--- src/rtl/vend_pkg.sv ---
// Shared types and constants for the vending transaction controller.
package vend_pkg;
  localparam int MONEY_W = 8;
  localparam logic [MONEY_W-1:0] MONEY_MAX  = 8'd99;
  localparam logic [MONEY_W-1:0] COIN1_VAL  = 8'd1;
  localparam logic [MONEY_W-1:0] COIN5_VAL  = 8'd5;
  localparam logic [MONEY_W-1:0] COIN10_VAL = 8'd10;

  typedef enum logic [2:0] {
    ST_IDLE   = 3'd0,
    ST_PAY    = 3'd1,
    ST_VEND   = 3'd2,
    ST_SHOW   = 3'd3,
    ST_REFUND = 3'd4
  } state_t;

  function automatic logic [MONEY_W-1:0] coin_sum(input logic c1, input logic c5, input logic c10);
    coin_sum = (c1 ? COIN1_VAL : '0) + (c5 ? COIN5_VAL : '0) + (c10 ? COIN10_VAL : '0);
  endfunction
endpackage

--- src/rtl/vend_timer.sv ---
// Loadable 32-bit down-counter; expire is high in the cycle the count goes 1 -> 0.
module vend_timer (
  input  logic        sys_clk,
  input  logic        sys_rst_n,
  input  logic        load,
  input  logic [31:0] load_val,
  output logic        expire
);
  logic [31:0] cnt_q;

  always_ff @(posedge sys_clk or negedge sys_rst_n) begin
    if (!sys_rst_n)         cnt_q <= '0;
    else if (load)          cnt_q <= (load_val == 32'd0) ? 32'd1 : load_val;
    else if (cnt_q != '0)   cnt_q <= cnt_q - 32'd1;
  end

  // A reload in the expiring cycle cancels the expiry.
  assign expire = (cnt_q == 32'd1) && !load;
endmodule

--- src/rtl/vend_txn_ctrl.sv ---
// Purchase sequencer: select -> pay -> vend/refund -> show result -> idle.
module vend_txn_ctrl
  import vend_pkg::*;
#(
  parameter logic [7:0]  PRICE0         = 8'd25,
  parameter logic [7:0]  PRICE1         = 8'd35,
  parameter logic [7:0]  PRICE2         = 8'd50,
  parameter logic [7:0]  PRICE3         = 8'd99,
  parameter logic [31:0] HOLD_CYCLES    = 32'd300_000_000,
  parameter logic [31:0] TIMEOUT_CYCLES = 32'd1_000_000_000
) (
  input  logic               sys_clk,
  input  logic               sys_rst_n,
  input  logic               coin_1,
  input  logic               coin_5,
  input  logic               coin_10,
  input  logic               sel_valid,
  input  logic [1:0]         sel_idx,
  input  logic               cancel,
  output logic [MONEY_W-1:0] need_money,
  output logic [MONEY_W-1:0] input_money,
  output logic [MONEY_W-1:0] change_money,
  output logic [2:0]         state_o,
  output logic               dispense,
  output logic               refund,
  output logic               coin_reject,
  output logic               busy
);
  state_t             state_q;
  logic [MONEY_W-1:0] need_q, input_q, change_q;
  logic               disp_q, refund_q, rej_q, busy_q;

  logic [MONEY_W-1:0] csum, sum_d, price;
  logic               paid, fits, coin_any, accept;
  logic               tmr_load, tmr_exp;
  logic [31:0]        tmr_val;

  assign csum     = coin_sum(coin_1, coin_5, coin_10);
  assign coin_any = (csum != '0);
  assign sum_d    = input_q + csum;
  assign fits     = (sum_d <= MONEY_MAX);
  assign paid     = (input_q >= need_q);
  assign accept   = (state_q == ST_PAY) && !paid && coin_any && fits;

  always_comb begin
    price = PRICE0;
    case (sel_idx)
      2'd1:    price = PRICE1;
      2'd2:    price = PRICE2;
      2'd3:    price = PRICE3;
      default: price = PRICE0;
    endcase
  end

  // Timeout is armed on PAY entry and on each accepted coin; hold on VEND/REFUND.
  always_comb begin
    tmr_load = 1'b0;
    tmr_val  = TIMEOUT_CYCLES;
    case (state_q)
      ST_IDLE:             tmr_load = sel_valid;
      ST_PAY:              tmr_load = accept;
      ST_VEND, ST_REFUND: begin
        tmr_load = 1'b1;
        tmr_val  = HOLD_CYCLES;
      end
      default:             tmr_load = 1'b0;
    endcase
  end

  vend_timer u_timer (
    .sys_clk   (sys_clk),
    .sys_rst_n (sys_rst_n),
    .load      (tmr_load),
    .load_val  (tmr_val),
    .expire    (tmr_exp)
  );

  always_ff @(posedge sys_clk or negedge sys_rst_n) begin
    if (!sys_rst_n) begin
      state_q  <= ST_IDLE;
      need_q   <= '0;
      input_q  <= '0;
      change_q <= '0;
      disp_q   <= 1'b0;
      refund_q <= 1'b0;
      rej_q    <= 1'b0;
      busy_q   <= 1'b0;
    end else begin
      disp_q   <= 1'b0;
      refund_q <= 1'b0;
      rej_q    <= 1'b0;
      case (state_q)
        ST_IDLE: begin
          rej_q <= coin_any;
          if (sel_valid) begin
            state_q  <= ST_PAY;
            need_q   <= price;
            input_q  <= '0;
            change_q <= '0;
            busy_q   <= 1'b1;
          end
        end
        ST_PAY: begin
          if (paid) begin
            state_q <= ST_VEND;
            rej_q   <= coin_any;
          end else begin
            if (coin_any) begin
              if (fits) input_q <= sum_d;
              else      rej_q   <= 1'b1;
            end
            // input_q above already includes a coin taken alongside cancel.
            if (cancel || (tmr_exp && !accept)) state_q <= ST_REFUND;
          end
        end
        ST_VEND: begin
          change_q <= paid ? (input_q - need_q) : '0;
          disp_q   <= 1'b1;
          rej_q    <= coin_any;
          state_q  <= ST_SHOW;
        end
        ST_REFUND: begin
          change_q <= input_q;
          input_q  <= '0;
          need_q   <= '0;
          refund_q <= 1'b1;
          rej_q    <= coin_any;
          state_q  <= ST_SHOW;
        end
        ST_SHOW: begin
          rej_q <= coin_any;
          if (tmr_exp) begin
            state_q  <= ST_IDLE;
            need_q   <= '0;
            input_q  <= '0;
            change_q <= '0;
            busy_q   <= 1'b0;
          end
        end
        default: begin
          state_q  <= ST_IDLE;
          need_q   <= '0;
          input_q  <= '0;
          change_q <= '0;
          busy_q   <= 1'b0;
        end
      endcase
    end
  end

  assign need_money   = need_q;
  assign input_money  = input_q;
  assign change_money = change_q;
  assign state_o      = state_q;
  assign dispense     = disp_q;
  assign refund       = refund_q;
  assign coin_reject  = rej_q;
  assign busy         = busy_q;
endmodule

--- config.mk ---
export PLATFORM = sky130hd
export DESIGN_NAME = vend_txn_ctrl
export DESIGN_NICKNAME = d
export VERILOG_FILES = /design/src/rtl/vend_pkg.sv /design/src/rtl/vend_timer.sv /design/src/rtl/vend_txn_ctrl.sv
export SDC_FILE = /design/constraint.sdc
export NUM_CORES = 1
export LEC_CHECK = 0
export BUFFER_PORTS_ARGS = -buffer_cell sky130_fd_sc_hd__buf_2
export CAP_MARGIN = 20
export CORE_ASPECT_RATIO = 0.9
export CORE_MARGIN = 2
export CORE_UTILIZATION = 60
export DETAILED_ROUTE_END_ITERATION = 16
export PLACE_DENSITY_LB_ADDON = 0.12
export SLEW_MARGIN = 40
export SYNTH_ARGS = -nofsm -noshare
export SYNTH_HDL_FRONTEND = slang
export SYNTH_SLANG_ARGS = --single-unit
--- constraint.sdc ---
create_clock -name sys_clk -period 5.1 [get_ports sys_clk]
set_input_delay 0.255 -clock sys_clk [delete_from_list [all_inputs] [get_ports sys_clk]]
set_output_delay 0.255 -clock sys_clk [all_outputs]
set_load 0.05 [all_outputs]
Word-level counts from Yosys, hierarchy flattened
Cells that the tools add are included.
- magnitude comparators: 2
- bitwise logic cells: 4
- reduce and logical (&&, ||, !) cells: 23
- mux-type cells: 33
- equality and inequality tests: 14
- add/sub/neg operators: 5
- operator list (operator ; count):
    $mux W32 ; 2
    $mux W30 ; 2
    $mux W8 ; 7
    $pmux W8 S5 ; 1
    $eq A32 B1 Y1 const B ; 1
    $logic_not A32 Y1 ; 1
    $pmux W8 S4 ; 1
    $reduce_bool A32 Y1 ; 1
    $sub A32 B1 Y32 const B ; 1
    $pmux W8 S3 ; 1
    $pmux W7 S3 ; 1
    $mux W3 ; 5
    $pmux W3 S4 ; 1
    $reduce_and A3 Y1 ; 4
    $ne A2 B2 Y1 const B ; 5
    $add A8 B5 Y8 ; 1
    $ge A8 B8 Y1 ; 1
    $le A8 B7 Y1 const B ; 1
    $mux W1 ; 8
    $reduce_bool A8 Y1 ; 1
    $sub A8 B8 Y8 ; 1
    $eq A3 B2 Y1 const B ; 2
    $pmux W1 S3 ; 2
    $reduce_and A6 Y1 ; 1
    18 further kinds ; 29
- output and inout bits: 31
- bits in registers: 63
- logic and storage cells: 90

Longest topological paths before layout
Gate-level depths: netlist of run 1.
- depth after elaboration: 14
- mapped depth: 12
- mapped depth without buffers: 11

Modules after synthesis
From an unflattened synthesis of run 1, not the netlist that was laid out.
- cell total of the unflattened synthesis: 455
- area, all modules: 4060.1 µm²
- by module, submodules not included (module ; times used ; area each (µm²) ; cells each):
    vend_timer ; 1 ; 2132.0 ; 250
    vend_txn_ctrl ; 1 ; 1928.1 ; 205

Least setup slack after synthesis of run 1
OpenSTA, ideal clock, no wires.
- path kind: register to register
- start point: reg need_q[0], in the netlist need_money[0]
- end point: reg u_timer.cnt_q[0]
- buffers on the path: 1
- stages on the path, launching flop included: 12
- data required time: 4981 ps
- slack: 2117 ps
- setup time: 119 ps
- arrival time: 2864 ps
- clock period less this slack: 2983 ps
- cells stage by stage: dfrtp_1 > ha_1 > inv_1 > fa_1 > o2111ai_1 > and3_1 > a31oi_4 > or2b_4 > or2_2 > o21ai_4 > buf_4 > nor2_1
- word-level cells in the longest chain between the ends: 7
- elaborated cells between the ends (all ways): 8
- classes of those cells: 1 x order compare; 2 x mux; 5 x reduce/logical
- ends and longest elaborated chain (what ; RTL line ; text):
    start: declaration ; vend_txn_ctrl.sv:30 ; logic [MONEY_W-1:0] need_q, input_q, change_q;
    start signal: assignment ; vend_txn_ctrl.sv:97 ; need_q <= price;
    $ge A8 B8 Y1 * ; vend_txn_ctrl.sv:42 ; assign paid = (input_q >= need_q);
    $logic_not A1 Y1 * ; vend_txn_ctrl.sv:43 ; assign accept = (state_q == ST_PAY) && !paid && coin_any && fits;
    $logic_and A1 B1 Y1 * (3 in series) ; vend_txn_ctrl.sv:43 ;
    $pmux W1 S3 * ; vend_txn_ctrl.sv:59 ; case (state_q)
    $mux W32 / $reduce_bool A2 Y1 (equally long branches) ; - ;
    end signal: assignment ; vend_timer.sv:13 ; else if (load) cnt_q <= (load_val == 32'd0) ? 32'd1 : load_val;
    end signal: assignment ; vend_timer.sv:14 ; else if (cnt_q != '0) cnt_q <= cnt_q - 32'd1;
    end: declaration ; vend_timer.sv:9 ; logic [31:0] cnt_q;
Mark *: on every way between the ends. The rest lies on a longest branch, timed or not.
A chain may end at the register's enable or synchronous reset.

Worst setup path in the final report of run 1
- start point: reg input_q[0], in the netlist input_money[0]
- end point: reg u_timer.cnt_q[12]
- word-level cells in the longest chain between the ends: 7
- elaborated cells between the ends (all ways): 10
- classes of those cells: 1 x add/sub; 2 x order compare; 2 x mux; 5 x reduce/logical
- ends and longest elaborated chain (what ; RTL line ; text):
    start: declaration ; vend_txn_ctrl.sv:30 ;
    start signal: assignment ; vend_txn_ctrl.sv:109 ; if (fits) input_q <= sum_d;
    branches (longest 4 deep; another with $add A8 B5 Y8) ; - ;
    $logic_and A1 B1 Y1 * ; vend_txn_ctrl.sv:43 ;
    $pmux W1 S3 * ; vend_txn_ctrl.sv:59 ;
    $mux W32 / $reduce_bool A2 Y1 (equally long branches) ; - ;
Every way passes the cells marked *.

==> results of run 1 <==
==> worst max-delay path: cells and delay by family, from the launching register on <==
kind | cells | cell delay (ns)
buf+inv | 2 | 0.13
flops | 1 | 0.45
simple gates | 4 | 1.01
compound gates | 3 | 0.73
fa+ha+maj | 2 | 0.56
==> timing repair <==
action,CTS,global route
buffers inserted,0,0
endpoints found under the hold margin,0,2
resized for setup,0,0
hold buffers,0,1
==> final cells by class <==
cell class,count,area (um^2)
clock inverter,4,70.1
fill,470,1870
inverter,20,75.1
multi-input combinational,300,2110
clock buffer,12,165
sequential,60,1500
timing repair buffer,40,214
tap,87,109
==> through the flow <==
stage / util (%) / setup WS [ns]
after floorplan: - / 2.12
after global placement: 65.4 / 1.99
after detailed placement: 65.4 / 1.84
after CTS: 69.3 / 2.05
after global routing: 69.5 / 1.83
final: 69.5 / 2.07
==> power by group through the flow <==
| stage | combinational (W) | sequential [W] | clock [W] |
|---|---|---|---|
| 5_1_grt | 0.00149 | 0.000877 | 0.000530 |
| 2_1_floorplan | 0.000866 | 0.00104 | 0 |
| 6_report | 0.00135 | 0.000854 | 0.000502 |
| 4_1_cts | 0.00135 | 0.000851 | 0.000509 |
| 3_5_place_dp | 0.00134 | 0.000853 | 0 |
| 3_3_place_gp | 0.00131 | 0.000848 | 0 |
==> layer usage <==
metal	GRT usage, %	share of wire, %	vias up	routed length [um]
li1	-	-	1474	-
met1	33.8	45	1473	3750
met2	44.1	48	83	4030
met3	5.48	4.7	17	393
met4	8.92	1.6	0	133
met5	0	0	-	0
==> cell usage after synthesis, types with 4 or more instances <==
master,number,share of area (%)
inv_1,20,2.0
a21o_1,5,0.99
nor2_1,42,4.2
a21oi_1,15,2.0
nor3_1,14,1.8
xor2_1,18,4.2
nor2b_1,8,1.3
ha_1,16,5.3
buf_4,7,1.4
xnor2_1,19,4.4
nor4_1,7,1.2
or3_1,4,0.66
dfrtp_1,60,40
and2_1,5,0.82
o22ai_1,10,1.6
nand2_1,34,3.4
o21ai_0,13,1.7
nand2b_1,4,0.66
nand3_1,10,1.3
==> logic make-up (layout without fill, tap and decap cells) <==
family / Yosys count / in the layout / share of synthesized area [%]
other: 1 / 2 / 0.0988
adder cells (fa/ha/maj): 18 / 18 / 6.33
XOR/XNOR: 37 / 37 / 8.54
flip-flops: 60 / 60 / 39.6
AND/OR/NAND/NOR: 160 / 160 / 23.6
buffers and inverters: 37 / 76 / 4.88
AO/OA/AOI/OAI: 82 / 82 / 16.7
multiplexers: 1 / 1 / 0.264
==> sequential cells by signal (all words and copies together), names as in the netlist <==
register / flops
busy: 1
change_money: 8
coin_reject: 1
dispense: 1
input_money: 8
need_money: 5
refund: 1
state_o: 3
u_timer.cnt_q: 32
==> worst min path at each step <==
| stage | end | startpoint | slack, ns |
|---|---|---|---|
| after CTS | change_money[1] | sys_rst_n | 0.08 |
| after global routing | need_money[4] | sel_idx[0] | 0.17 |
| after global placement | change_money[4] | change_money[4] | 0.45 |
| after detailed placement | change_money[1] | sys_rst_n | 0.45 |
| final | need_money[4] | sel_idx[0] | 0.16 |
| after floorplan | busy | sys_rst_n | -0.04 |
==> metrics.md, run 1 <==
| Metric | Value |
|---|---|
| Fmax | `330 MHz` |
| Row count | `27` |
| Leakage | `1.89 nW` |
| Clock sinks | `60` |
| Proportion of layout cells with a drive suffix above 1 | `19.5%` |
| Mapped Area | `3790 um^2` |
| Ys async rst share | `100%` |
| Synth cell types | `75` |
| Slew Viols, Final | `0` |
| Clk_skew | `0.00931 ns` |
| Slew @ Worst Pin | `0.831 ns` |
| Hold WC Path Type | `in2reg` |
| Status | `finished clean` |
| HPWL after detailed placement | `5.95 mm` |
| Placed Area | `4000 um^2` |
| Design area | `4250 um^2` |
| Global-route wire length before repair | `14.1 mm` |
| Reg-to-Reg End | `u_timer.cnt_q[12]` |
| RSZ-0062 raised after global routing | `false` |
| Final Hold Fails | `0` |
| Initial Util | `62.1%` |
| CTS clk-pin slew, worst paths | `0.06 ns` |
| Most frequent cells in the layout | `dfrtp_1, nor2_1, buf_2, nand2_1, inv_1` |
| Routed vias/inst | `5.83` |
| Post-route ant nets | `0` |
| Latest clock arrival within the worst-skew pair | `0.35 ns` |
| Area Growth Syn to Fin | `12.0%` |
| Worst setup path endpoint | `u_timer.cnt_q[12]` |
| Nets | `458` |
| Delay of the slowest critical-path stage | `0.45 ns` |
| Register bit total from synthesis | `60` |
| Syn avg cell area | `9.58 um^2` |
| Overall power | `0.00271 W` |
| Via count | `3047` |
| Sequential element share of the synthesized area | `39.6%` |
| Kind of critical path | `reg2reg` |
| R2R cell count | `11` |
| Gpl congestion | `0.809` |
| Synth Flop Type | `dfrtp_1` |
| Core area | `6110 um^2` |
| Die Wd | `87.8 um` |
| CTS Root Cell | `clkbuf_8` |
| Comb power frac | `49.9%` |
| WP data required | `5.32 ns` |
| Clock buffer depth | `2` |
| Worst r2r src | `input_money[0]` |
| DR WL/cell | `15.9 um` |
| Fin crit share | `59.4%` |
| Switching portion of total power | `46.5%` |
| Chip height | `79.4 um` |
| GRT overflow | `0` |
| Most common library cell in the layout ignoring fill and taps | `dfrtp_1` |
| WP data arrival | `3.25 ns` |
| Worst vdd ir | `0.320 mV` |
| Die area | `6980 um^2` |
| Crit-path most repeated cell | `inv_1` |
| Ys Warns | `0` |
| Min Tclk post-route | `3.03 ns` |
| Worst setup EP type | `flip-flop` |
| Layout Cells excl Fill | `523` |
| Hold WS | `0.161 ns` |
| Slowest-stage cell, CP | `dfrtp_1` |
| Sequential share of power | `31.5%` |
| PD cells | `637 nW/um^2` |
| Initial antenna violation count | `0` |
| H-tree Lvls | `3` |
| Crit path from | `input_money[0]` |
| Antenna diodes | `0` |
| Startpoint types | `flip-flop` |
| Number of synthesized flops with an enable pin | `0` |
| CTS tree | `done` |
| Clock network fraction of total power | `18.5%` |
| Syn Inst Count | `396` |
| TritonCTS Buffers | `9` |
| Top Ports | `40` |
| Final setup violation count | `0` |
| DP Cell Count | `506` |
| Sw Pwr | `0.00126 W` |
| PortBufs | `37` |
| Drt pass-1 iters | `5` |
| Final WL | `8.30 mm` |
| Maximum Capacitance Violations | `0` |
| Vias in the first global route | `2943` |
| Critical-path cell list | `inv_1 > ha_1 > inv_1 > fa_1 > o2111ai_1 > and3_1 > a31oi_4 > or2b_4 > or2_2 > o21ai_4 > nor2_1` |
| R2R Setup Slk | `2.07 ns` |
| DRC viols | `0` |
| Internal power | `0.00145 W` |
| Setup TNS Final | `0 ns` |
| DRT iter0 DRCs | `164` |
| Worst hold path cell count | `2` |
| CP max FO | `14` |
| Pin count of the biggest net entering global routing | `61` |
| Slew headroom | `44.1%` |
| Overall Global Routing Usage | `26.3%` |
No activity file was read; power rests on OpenSTA's default activity.
==> run 2, diff against run 1 <==
Settings changed: CORE_UTILIZATION 60 to 54.
Clock period 5.1 ns to 2.6 ns, I/O delays scaled along.
==> metrics.md, run 2 (synthesis gave the netlist of run 1 again) <==
| Metric | Value |
|---|---|
| Slew headroom | `63.5%` |
| Nets | `500` |
| Fmax | `377 MHz` |
| Overall Global Routing Usage | `24.4%` |
| Most flops, register | `u_timer.cnt_q` |
| HPWL after detailed placement | `6.29 mm` |
| Final WL | `9.13 mm` |
| Crit-path most repeated cell | `inv_2` |
| Slew @ Worst Pin | `0.547 ns` |
| Initial antenna violation count | `0` |
| Top Ports | `40` |
| Clock network fraction of total power | `16.1%` |
| Pre-CTS setup slack | `-0.392 ns` |
| Critical-path cell list | `inv_2 > ha_4 > inv_2 > fa_2 > o2111ai_2 > and3_4 > a31oi_4 > or2b_4 > or2_4 > o21ai_4 > clkbuf_16 > a211oi_2` |
| Die Wd | `92.4 um` |
| Sw Pwr | `0.00274 W` |
| Maximum Capacitance Violations | `0` |
| Clock buffer depth | `2` |
| Area Growth Syn to Fin | `27.9%` |
| Pin count of the biggest net entering global routing | `61` |
| PortBufs | `37` |
| WP data required | `2.82 ns` |
| CTS Root Cell | `clkbuf_8` |
| Clk_skew | `0.00999 ns` |
| CTS tree | `done` |
| Worst vdd ir | `0.681 mV` |
| Startpoint types | `flip-flop` |
| Setup WS post-layout | `-0.0556 ns` |
| Core area | `6690 um^2` |
| DR WL/cell | `16.1 um` |
| Most frequent cells in the layout | `dfrtp_1, buf_4, buf_2, nand2_1, nor2_1` |
| Vias in the first global route | `3151` |
| Chip height | `83.5 um` |
| Drt pass-1 iters | `4` |
| Fin crit share | `102%` |
| CP max FO | `7` |
| Routed vias/inst | `5.67` |
| TritonCTS Buffers | `9` |
| Antenna diodes | `0` |
| Most common library cell in the layout ignoring fill and taps | `dfrtp_1` |
| Comb power frac | `57.8%` |
| Clock sinks | `60` |
| Delay of the slowest critical-path stage | `0.43 ns` |
| Via count | `3219` |
| DRC viols | `0` |
| Final setup violation count | `20` |
| H-tree Lvls | `3` |
| Worst setup EP type | `flip-flop` |
| Global-route wire length before repair | `15.1 mm` |
| RSZ-0062 raised after global routing | `true` |
| Gpl congestion | `0.882` |
| Proportion of layout cells with a drive suffix above 1 | `34.7%` |
| Switching portion of total power | `44.6%` |
| Internal power | `0.00340 W` |
| WP data arrival | `2.88 ns` |
| Initial Util | `56.7%` |
| Leakage | `2.13 nW` |
| Kind of critical path | `reg2reg` |
| Slew Viols, Final | `0` |
| Die area | `7720 um^2` |
| Hold WC Path Type | `in2reg` |
| PD cells | `1270 nW/um^2` |
| Sequential share of power | `26.1%` |
| Max reg flops | `32` |
| Latest clock arrival within the worst-skew pair | `0.34 ns` |
| Status | `finished, violations left` |
| Hold WS | `0.0193 ns` |
| Post-route ant nets | `0` |
| CTS clk-pin slew, worst paths | `0.07 ns` |
| DRT iter0 DRCs | `171` |
| Failing checks | `negative setup slack` |
| Final Hold Fails | `0` |
| Slowest-stage cell, CP | `dfrtp_2` |
| GRT overflow | `0` |
| Min Tclk post-route | `2.66 ns` |
| Row count | `28` |
## run 2: cell count changes in the layout (fill, tap and decap cells not counted), moves of 5 or more
cell / before / now
dfrtp_1: 60 / 55
nor2_4: 0 / 12
nor2_1: 42 / 30
dfrtp_2: 0 / 5
buf_4: 1 / 39
## run 2: worst max-delay path, delay by kind of cell (launching register included)
family	cells	cell delay [ns]
simple gates	3	0.77
compound gates	4	0.53
fa+ha+maj	2	0.47
flops	1	0.43
buf+inv	3	0.33
## run 2: metrics by stage
step	power, W	TNS (ns)	utilization [%]	instances	area, um^2
after floorplan	0.00383	-0.903	-	397	3860
after global placement	0.00460	-6.64	64.6	541	4320
after detailed placement	0.00466	-10.70	64.6	541	4320
after CTS	0.00571	0	68.7	559	4600
after global routing	0.00654	-2.63	72.5	568	4850
final	0.00614	-0.544	72.5	568	4850
## run 2: power by group through the flow
stage / Combinational, W / Clock [W] / Sequential (W)
finish: 0.00355 / 0.000989 / 0.00160
detailed placement: 0.00305 / 0 / 0.00161
CTS: 0.00310 / 0.00101 / 0.00160
global placement: 0.00299 / 0 / 0.00161
floorplan: 0.00177 / 0 / 0.00206
global route: 0.00384 / 0.00105 / 0.00165
## run 2: metal layers
layer | part of all wire [%] | up-vias | track usage (%)
li1 | - | 1562 | -
met1 | 44 | 1559 | 31.6
met2 | 49 | 82 | 41.1
met3 | 4.6 | 16 | 6.14
met4 | 1.7 | 0 | 5.83
met5 | 0 | - | 0
## run 2: final cells by class
class / count / area (um^2)
Fill cell: 507 / 1840
Multi-Input combinational cell: 300 / 2330
Sequential cell: 60 / 1510
Tap cell: 90 / 113
Clock buffer: 12 / 165
Clock inverter: 4 / 70.1
Timing Repair Buffer: 82 / 589
Inverter: 20 / 75.1
## run 2: what timing repair did
item / in CTS / in global routing
setup endpoints to repair: 10 / 40
resized for setup: 5 / 35
setup buffers: 1 / 7
pin swaps: 3 / 21
hold endpoints to repair: 60 / 0
gates cloned: 0 / 2
hold buffers: 1 / 0
## run 2: worst paths after layout
check / slack, ns / start / endpoint / cells after the start
worst max-delay path: -0.06 / input_money[0] / u_timer.cnt_q[1] / 12
max in group asynchronous: 1.80 / sys_rst_n / need_money[4] / 3
worst min register to register: 0.47 / change_money[4] / change_money[4] / 2
min in group asynchronous: 0.36 / sys_rst_n / change_money[0] / 3
worst max register to register: -0.06 / input_money[0] / u_timer.cnt_q[1] / 12
worst min-delay path: 0.02 / sel_idx[0] / need_money[4] / 2
